$ cat config.mk
export PLATFORM = sky130hd
export DESIGN_NAME = sb_arbiter
export DESIGN_NICKNAME = d
export VERILOG_FILES = /design/src/rtl/sb_arbiter.sv
export SDC_FILE = /design/constraint.sdc
export NUM_CORES = 1
export LEC_CHECK = 0
export ABC_AREA = 1
export BUFFER_PORTS_ARGS = -buffer_cell sky130_fd_sc_hd__buf_2
export CAP_MARGIN = 0
export CORE_MARGIN = 8
export CORE_UTILIZATION = 35
export DETAILED_ROUTE_END_ITERATION = 7
export HOLD_SLACK_MARGIN = 0.02
export PLACE_DENSITY_LB_ADDON = 0.2
export RECOVER_POWER = 50
export SETUP_SLACK_MARGIN = 0.1
export SLEW_MARGIN = 20
export SYNTH_ARGS = -nofsm -noshare
export SYNTH_HDL_FRONTEND = slang
export SYNTH_SLANG_ARGS = --single-unit
$ cat constraint.sdc
create_clock -name clk -period 2.24 [get_ports clk]
set_input_delay 0.56 -clock clk [delete_from_list [all_inputs] [get_ports clk]]
set_output_delay 0.56 -clock clk [all_outputs]
set_load 0.01 [all_outputs]
$ cat src/rtl/sb_arbiter.sv
// Two-master arbiter between the debug SB master and the core data port onto one memory port.
// Define SB_ARB_RR_EN for round-robin on contention; otherwise debug has fixed priority.
module sb_arbiter #(
  parameter int AW      = 32,
  parameter int DW      = 32,
  parameter int TIMEOUT = 255
) (
  input  logic          clk,
  input  logic          rst_n,
  input  logic [AW-1:0] dbg_addr,
  input  logic [DW-1:0] dbg_wdata,
  input  logic          dbg_read,
  input  logic          dbg_write,
  output logic [DW-1:0] dbg_rdata,
  output logic          dbg_ready,
  output logic          dbg_err,
  output logic          dbg_busy,
  input  logic [AW-1:0] core_addr,
  input  logic [DW-1:0] core_wdata,
  input  logic          core_read,
  input  logic          core_write,
  output logic [DW-1:0] core_rdata,
  output logic          core_ready,
  output logic          core_err,
  output logic          core_busy,
  output logic [AW-1:0] mem_addr,
  output logic [DW-1:0] mem_wdata,
  output logic          mem_read,
  output logic          mem_write,
  input  logic [DW-1:0] mem_rdata,
  input  logic          mem_ready
);

  // state | meaning
  // IDLE  | no transfer on the memory port; grant a pending port if any
  // BUSY  | strobe held on the memory port until mem_ready or timeout
  typedef enum logic {S_IDLE, S_BUSY} state_t;

  localparam logic [15:0] TMO = 16'(TIMEOUT);

  state_t state_q, state_d;

  logic [AW-1:0] dbg_addr_q, dbg_addr_d, core_addr_q, core_addr_d;
  logic [DW-1:0] dbg_wdata_q, dbg_wdata_d, core_wdata_q, core_wdata_d;
  logic          dbg_wr_q, dbg_wr_d, core_wr_q, core_wr_d;
  logic          dbg_pend_q, dbg_pend_d, core_pend_q, core_pend_d;
  logic          grant_q, grant_d;
  logic [15:0]   cnt_q, cnt_d;
  logic [AW-1:0] mem_addr_q, mem_addr_d;
  logic [DW-1:0] mem_wdata_q, mem_wdata_d;
  logic          mem_read_q, mem_read_d, mem_write_q, mem_write_d;
  logic [DW-1:0] dbg_rdata_q, dbg_rdata_d, core_rdata_q, core_rdata_d;
  logic          dbg_ready_q, dbg_ready_d, core_ready_q, core_ready_d;
  logic          dbg_err_q, dbg_err_d, core_err_q, core_err_d;
`ifdef SB_ARB_RR_EN
  logic          last_q, last_d;
`endif

  logic dbg_inflight, core_inflight, dbg_cap, core_cap, pick_core, tmo_hit;

  // grant_q: 1 = core owns the memory port
  assign dbg_inflight  = (state_q == S_BUSY) && !grant_q;
  assign core_inflight = (state_q == S_BUSY) &&  grant_q;
  assign dbg_cap       = (dbg_read  | dbg_write)  && !dbg_pend_q  && !dbg_inflight;
  assign core_cap      = (core_read | core_write) && !core_pend_q && !core_inflight;
  assign tmo_hit       = (TIMEOUT != 0) && ((cnt_q + 16'd1) == TMO);

`ifdef SB_ARB_RR_EN
  assign pick_core = core_pend_q && (!dbg_pend_q || !last_q);
`else
  assign pick_core = core_pend_q && !dbg_pend_q;
`endif

  always_ff @(posedge clk or negedge rst_n) begin
    if (!rst_n) state_q <= S_IDLE;
    else        state_q <= state_d;
  end

  always_comb begin
    state_d = state_q;
    case (state_q)
      S_IDLE: if (dbg_pend_q || core_pend_q) state_d = S_BUSY;
      S_BUSY: if (mem_ready || tmo_hit)      state_d = S_IDLE;
      default: state_d = S_IDLE;
    endcase
  end

  always_comb begin
    dbg_addr_d   = dbg_addr_q;
    dbg_wdata_d  = dbg_wdata_q;
    dbg_wr_d     = dbg_wr_q;
    dbg_pend_d   = dbg_pend_q;
    core_addr_d  = core_addr_q;
    core_wdata_d = core_wdata_q;
    core_wr_d    = core_wr_q;
    core_pend_d  = core_pend_q;
    grant_d      = grant_q;
    cnt_d        = cnt_q;
    mem_addr_d   = mem_addr_q;
    mem_wdata_d  = mem_wdata_q;
    mem_read_d   = mem_read_q;
    mem_write_d  = mem_write_q;
    dbg_rdata_d  = dbg_rdata_q;
    core_rdata_d = core_rdata_q;
    dbg_ready_d  = 1'b0;
    dbg_err_d    = 1'b0;
    core_ready_d = 1'b0;
    core_err_d   = 1'b0;
`ifdef SB_ARB_RR_EN
    last_d       = last_q;
`endif

    if (dbg_cap) begin
      dbg_addr_d  = dbg_addr;
      dbg_wdata_d = dbg_wdata;
      dbg_wr_d    = dbg_write;
      dbg_pend_d  = 1'b1;
    end
    if (core_cap) begin
      core_addr_d  = core_addr;
      core_wdata_d = core_wdata;
      core_wr_d    = core_write;
      core_pend_d  = 1'b1;
    end

    case (state_q)
      S_IDLE: begin
        if (dbg_pend_q || core_pend_q) begin
          grant_d     = pick_core;
          cnt_d       = 16'd0;
          mem_addr_d  = pick_core ? core_addr_q  : dbg_addr_q;
          mem_wdata_d = pick_core ? core_wdata_q : dbg_wdata_q;
          mem_write_d = pick_core ? core_wr_q    : dbg_wr_q;
          mem_read_d  = pick_core ? !core_wr_q   : !dbg_wr_q;
`ifdef SB_ARB_RR_EN
          last_d      = pick_core;
`endif
          if (pick_core) core_pend_d = 1'b0;
          else           dbg_pend_d  = 1'b0;
        end
      end
      S_BUSY: begin
        if (mem_ready) begin
          mem_read_d  = 1'b0;
          mem_write_d = 1'b0;
          if (grant_q) begin
            core_ready_d = 1'b1;
            if (!mem_write_q) core_rdata_d = mem_rdata;
          end else begin
            dbg_ready_d = 1'b1;
            if (!mem_write_q) dbg_rdata_d = mem_rdata;
          end
        end else if (tmo_hit) begin
          mem_read_d  = 1'b0;
          mem_write_d = 1'b0;
          if (grant_q) begin
            core_ready_d = 1'b1;
            core_err_d   = 1'b1;
            core_rdata_d = '0;
          end else begin
            dbg_ready_d = 1'b1;
            dbg_err_d   = 1'b1;
            dbg_rdata_d = '0;
          end
        end else begin
          cnt_d = cnt_q + 16'd1;
        end
      end
      default: ;
    endcase
  end

  always_ff @(posedge clk or negedge rst_n) begin
    if (!rst_n) begin
      dbg_addr_q   <= '0;
      dbg_wdata_q  <= '0;
      dbg_wr_q     <= 1'b0;
      dbg_pend_q   <= 1'b0;
      core_addr_q  <= '0;
      core_wdata_q <= '0;
      core_wr_q    <= 1'b0;
      core_pend_q  <= 1'b0;
      grant_q      <= 1'b0;
      cnt_q        <= '0;
      mem_addr_q   <= '0;
      mem_wdata_q  <= '0;
      mem_read_q   <= 1'b0;
      mem_write_q  <= 1'b0;
      dbg_rdata_q  <= '0;
      core_rdata_q <= '0;
      dbg_ready_q  <= 1'b0;
      dbg_err_q    <= 1'b0;
      core_ready_q <= 1'b0;
      core_err_q   <= 1'b0;
`ifdef SB_ARB_RR_EN
      last_q       <= 1'b1;
`endif
    end else begin
      dbg_addr_q   <= dbg_addr_d;
      dbg_wdata_q  <= dbg_wdata_d;
      dbg_wr_q     <= dbg_wr_d;
      dbg_pend_q   <= dbg_pend_d;
      core_addr_q  <= core_addr_d;
      core_wdata_q <= core_wdata_d;
      core_wr_q    <= core_wr_d;
      core_pend_q  <= core_pend_d;
      grant_q      <= grant_d;
      cnt_q        <= cnt_d;
      mem_addr_q   <= mem_addr_d;
      mem_wdata_q  <= mem_wdata_d;
      mem_read_q   <= mem_read_d;
      mem_write_q  <= mem_write_d;
      dbg_rdata_q  <= dbg_rdata_d;
      core_rdata_q <= core_rdata_d;
      dbg_ready_q  <= dbg_ready_d;
      dbg_err_q    <= dbg_err_d;
      core_ready_q <= core_ready_d;
      core_err_q   <= core_err_d;
`ifdef SB_ARB_RR_EN
      last_q       <= last_d;
`endif
    end
  end

  assign mem_addr   = mem_addr_q;
  assign mem_wdata  = mem_wdata_q;
  assign mem_read   = mem_read_q;
  assign mem_write  = mem_write_q;
  assign dbg_rdata  = dbg_rdata_q;
  assign dbg_ready  = dbg_ready_q;
  assign dbg_err    = dbg_err_q;
  assign dbg_busy   = dbg_pend_q | dbg_inflight;
  assign core_rdata = core_rdata_q;
  assign core_ready = core_ready_q;
  assign core_err   = core_err_q;
  assign core_busy  = core_pend_q | core_inflight;

endmodule

==> flow_metrics.tcl <==
set metrics [dict create \
    status "finished with violations" \
    violations "capacitance limit, slew limit" \
    vias 10969 \
    avgRoutedWirePerCell_um 17.3 \
    holdWs_ps 253 \
    crit_fanout 8 \
    antenna_found_initial 7 \
    synth_async_sr_flop_share_pct 100 \
    drt_iter0_drc 538 \
    die_w_um 203 \
    totalWireLength_mm 39.3 \
    synth.top_cell.area_share_pct 57.8 \
    cts_tree "yes" \
    dr.pass1.iters 4 \
    grt_pass1_vias 11328 \
    cap_violations 1 \
    grt_overflow 0 \
    yosysMostFrequentCell "nand2_1" \
    fin_skew_ps 19.5 \
    power_mw 22.7 \
    synth_fp_nets 1663 \
    clk_pin_slew_ps 60 \
    grt_pass1_wl_mm 62.5 \
    drtAntennaViolNets 0 \
    die_h_um 203 \
    dp_hpwl_mm 26.7 \
    clock_path_buffers 3 \
    required_ps 2620 \
    start_kind "flop" \
    clk_latency_ps 500 \
    rows 68 \
    numCtsBuffers 34 \
    drcViolationCount 0 \
    rsz0062_at_grt "yes" \
    synth_cell_types 31 \
    cp_slowest_stage_delay_ps 420 \
    clock-root-buffer "clkbuf_16" \
    worstPathArrival_ps 2550 \
    htreeDepth 2 \
    sw_frac_of_total_pct 40.2 \
    yosysTopAreaCell "dfrtp_1" \
    ys_top_cells_by_area "dfrtp_1 (58%), nand2_1 (21%), o21ai_0 (5.4%)" \
    core-area_um2 34500 \
    synth_common_cells "nand2_1 (691), dfrtp_1 (284), o21ai_0 (133)" \
    finalHoldViolCount 0 \
    synth-edff-count 0 \
    ys_seq_elements 284 \
    post_synth.cell_area_avg_um2 8.23 \
    slowest_stage "dfrtp_1" \
    grt_max_degree 68 \
    fmax_ghz 0.461 \
    crit_family "simple AND/OR/NAND/NOR gates" \
    portBuffers 302 \
    pwr_density_cell_nw_per_um2 1440 \
    track_usage_pct 18.5 \
    finalMaxSlewViolations 63 \
    ys_seq_area_share_pct 57.8 \
    ys.flop_type "dfrtp_1" \
    io_pins 303 \
    combPwrFrac_pct 37.5 \
    leakagePower_nw 8.50 \
    area_growth_pct 28.1 \
    critPathCaptureType "flop" \
    ys_warn_count 0 \
    vdd_drop_max_v 0.000890 \
    setup_viol 0 \
    crit_chain "buf_6 > nand2_4 > nor2_4 > nand2_2 > nand2_2 > nand2_2 > nor2_1 > nand2_1 > nor2_2 > nand3_4 > nand2_8 > nand3_4 > clkbuf_16 > nand2_1 > nand2_1" \
    post-route-period-util_pct 96.8 \
    drive_gt1_share_pct 23.6 \
    worst_pin_slew_ps 1990 \
    min_path_type "input pin to flop" \
    period_minus_slack_ps 2170 \
    power_frac_clock_pct 23.7 \
    crit_buf_inv 2 \
    p_sw_mw 9.13 \
    syn_area_um2 12300 \
    crit_type "flop to flop" \
    place_congestion 0.841 \
    seqPwrFrac_pct 38.9 \
    finish.utilization_pct 45.6 \
    start_util_pct 35.6 \
    nets 1962 \
    avgViaCountPerCell 4.83 \
    netlist_instances 1494 \
    p_int_mw 13.6 \
    worst_slew_margin_rel_pct -32.9 \
    dieArea_um2 41400 \
    cts_sinks 284 \
]
[per-stage QoR]
stage          worst slack [ps]  std cells  TNS (ps)  cell area [um2]
2_1_floorplan               260       1494         0            12300
3_3_place_gp                133       2206         0            14500
3_5_place_dp               36.2       2206         0            14500
4_1_cts                    97.1       2262         0            15600
5_1_grt                   -49.9       2269     -1300            15700
6_report                   71.0       2269         0            15700
[cell type report]
type / count / area, um2
fill: 3531 / 18800
sequential: 284 / 7110
multi-input combinational: 1056 / 4700
timing repair buffer: 355 / 2030
clock buffer: 52 / 1040
tap: 455 / 569
inverter: 62 / 235
clock inverter: 4 / 48.8
antenna: 1 / 2.50
[per-layer routing]
metal / wire [um] / track usage (%)
met1: 17700 / 24.9
met2: 18000 / 29.6
met3: 2730 / 4.74
met4: 714 / 4.33
met5: 81 / 0
[path summary, 6_finish.rpt]
check | slack [ps] | to | start | cells past startpoint
min reg2reg | 460 | dbg_wdata_q[9] | dbg_wdata_q[9] | 2
max | 70 | dbg_rdata[7] | cnt_q[1] | 15
min | 250 | dbg_addr_q[7] | dbg_addr[7] | 3
min in group asynchronous | 640 | core_rdata[23] | rst_n | 1
max reg2reg | 70 | dbg_rdata[7] | cnt_q[1] | 15
max in group asynchronous | 350 | dbg_rdata[8] | rst_n | 2
[power groups by stage]
stage	Clock, mW	Combinational, mW	Sequential (mW)
2_1_floorplan	0	4.59	8.96
6_report	5.37	8.51	8.83
5_1_grt	5.72	9.70	9.09
3_3_place_gp	0	8.40	8.82
3_5_place_dp	0	8.54	8.84
4_1_cts	5.51	8.59	8.80
[repair_timing]
item,4_1_cts,5_1_grt
setup endpoints to repair,78,85
pin swaps,1,7
setup buffers,0,4
gates cloned,0,2
resized for setup,12,45
hold buffers,0,0
[registers in the layout (all words and copies together) (netlist names)]
name / count
core_addr_q: 32
core_rdata: 32
core_wdata_q: 32
dbg_addr_q: 32
dbg_rdata: 32
dbg_wdata_q: 32
mem_addr: 32
mem_wdata: 32
cnt_q: 16
core_err: 1
core_pend_q: 1
core_ready: 1
core_wr_q: 1
dbg_err: 1
dbg_pend_q: 1
dbg_ready: 1
dbg_wr_q: 1
grant_q: 1
mem_read: 1
mem_write: 1
state_q: 1
[kinds of logic (layout without fill, tap and decap cells)]
family / Yosys count / after routing / synth area share [%]
AO/OA/AOI/OAI: 149 / 149 / 6.15
adder cells (fa/ha/maj): 2 / 2 / 0.204
buffers and inverters: 154 / 473 / 5.38
flip-flops: 284 / 284 / 57.8
other: 0 / 1 / 0
AND/OR/NAND/NOR: 905 / 905 / 30.5
[cell usage in the layout (no fill, tap or decap), drive strengths merged]
cell / instances
nand2: 699
buf: 304
dfrtp: 284
o21ai: 134
clkbuf: 103
nor2: 96
nand4: 70
inv: 63
nand3: 34
a21oi: 12
o21bai: 2
nor4: 2
clkinv: 2
nor3: 2
ha: 2
diode: 1
nand3b: 1
o22ai: 1
or2: 1
bufinv: 1
[worst min-delay path, stage by stage]
cell	delay, ps
buf_2	70
nand2_1	40
nand2_1	50
(Power assumes the default switching activity.)
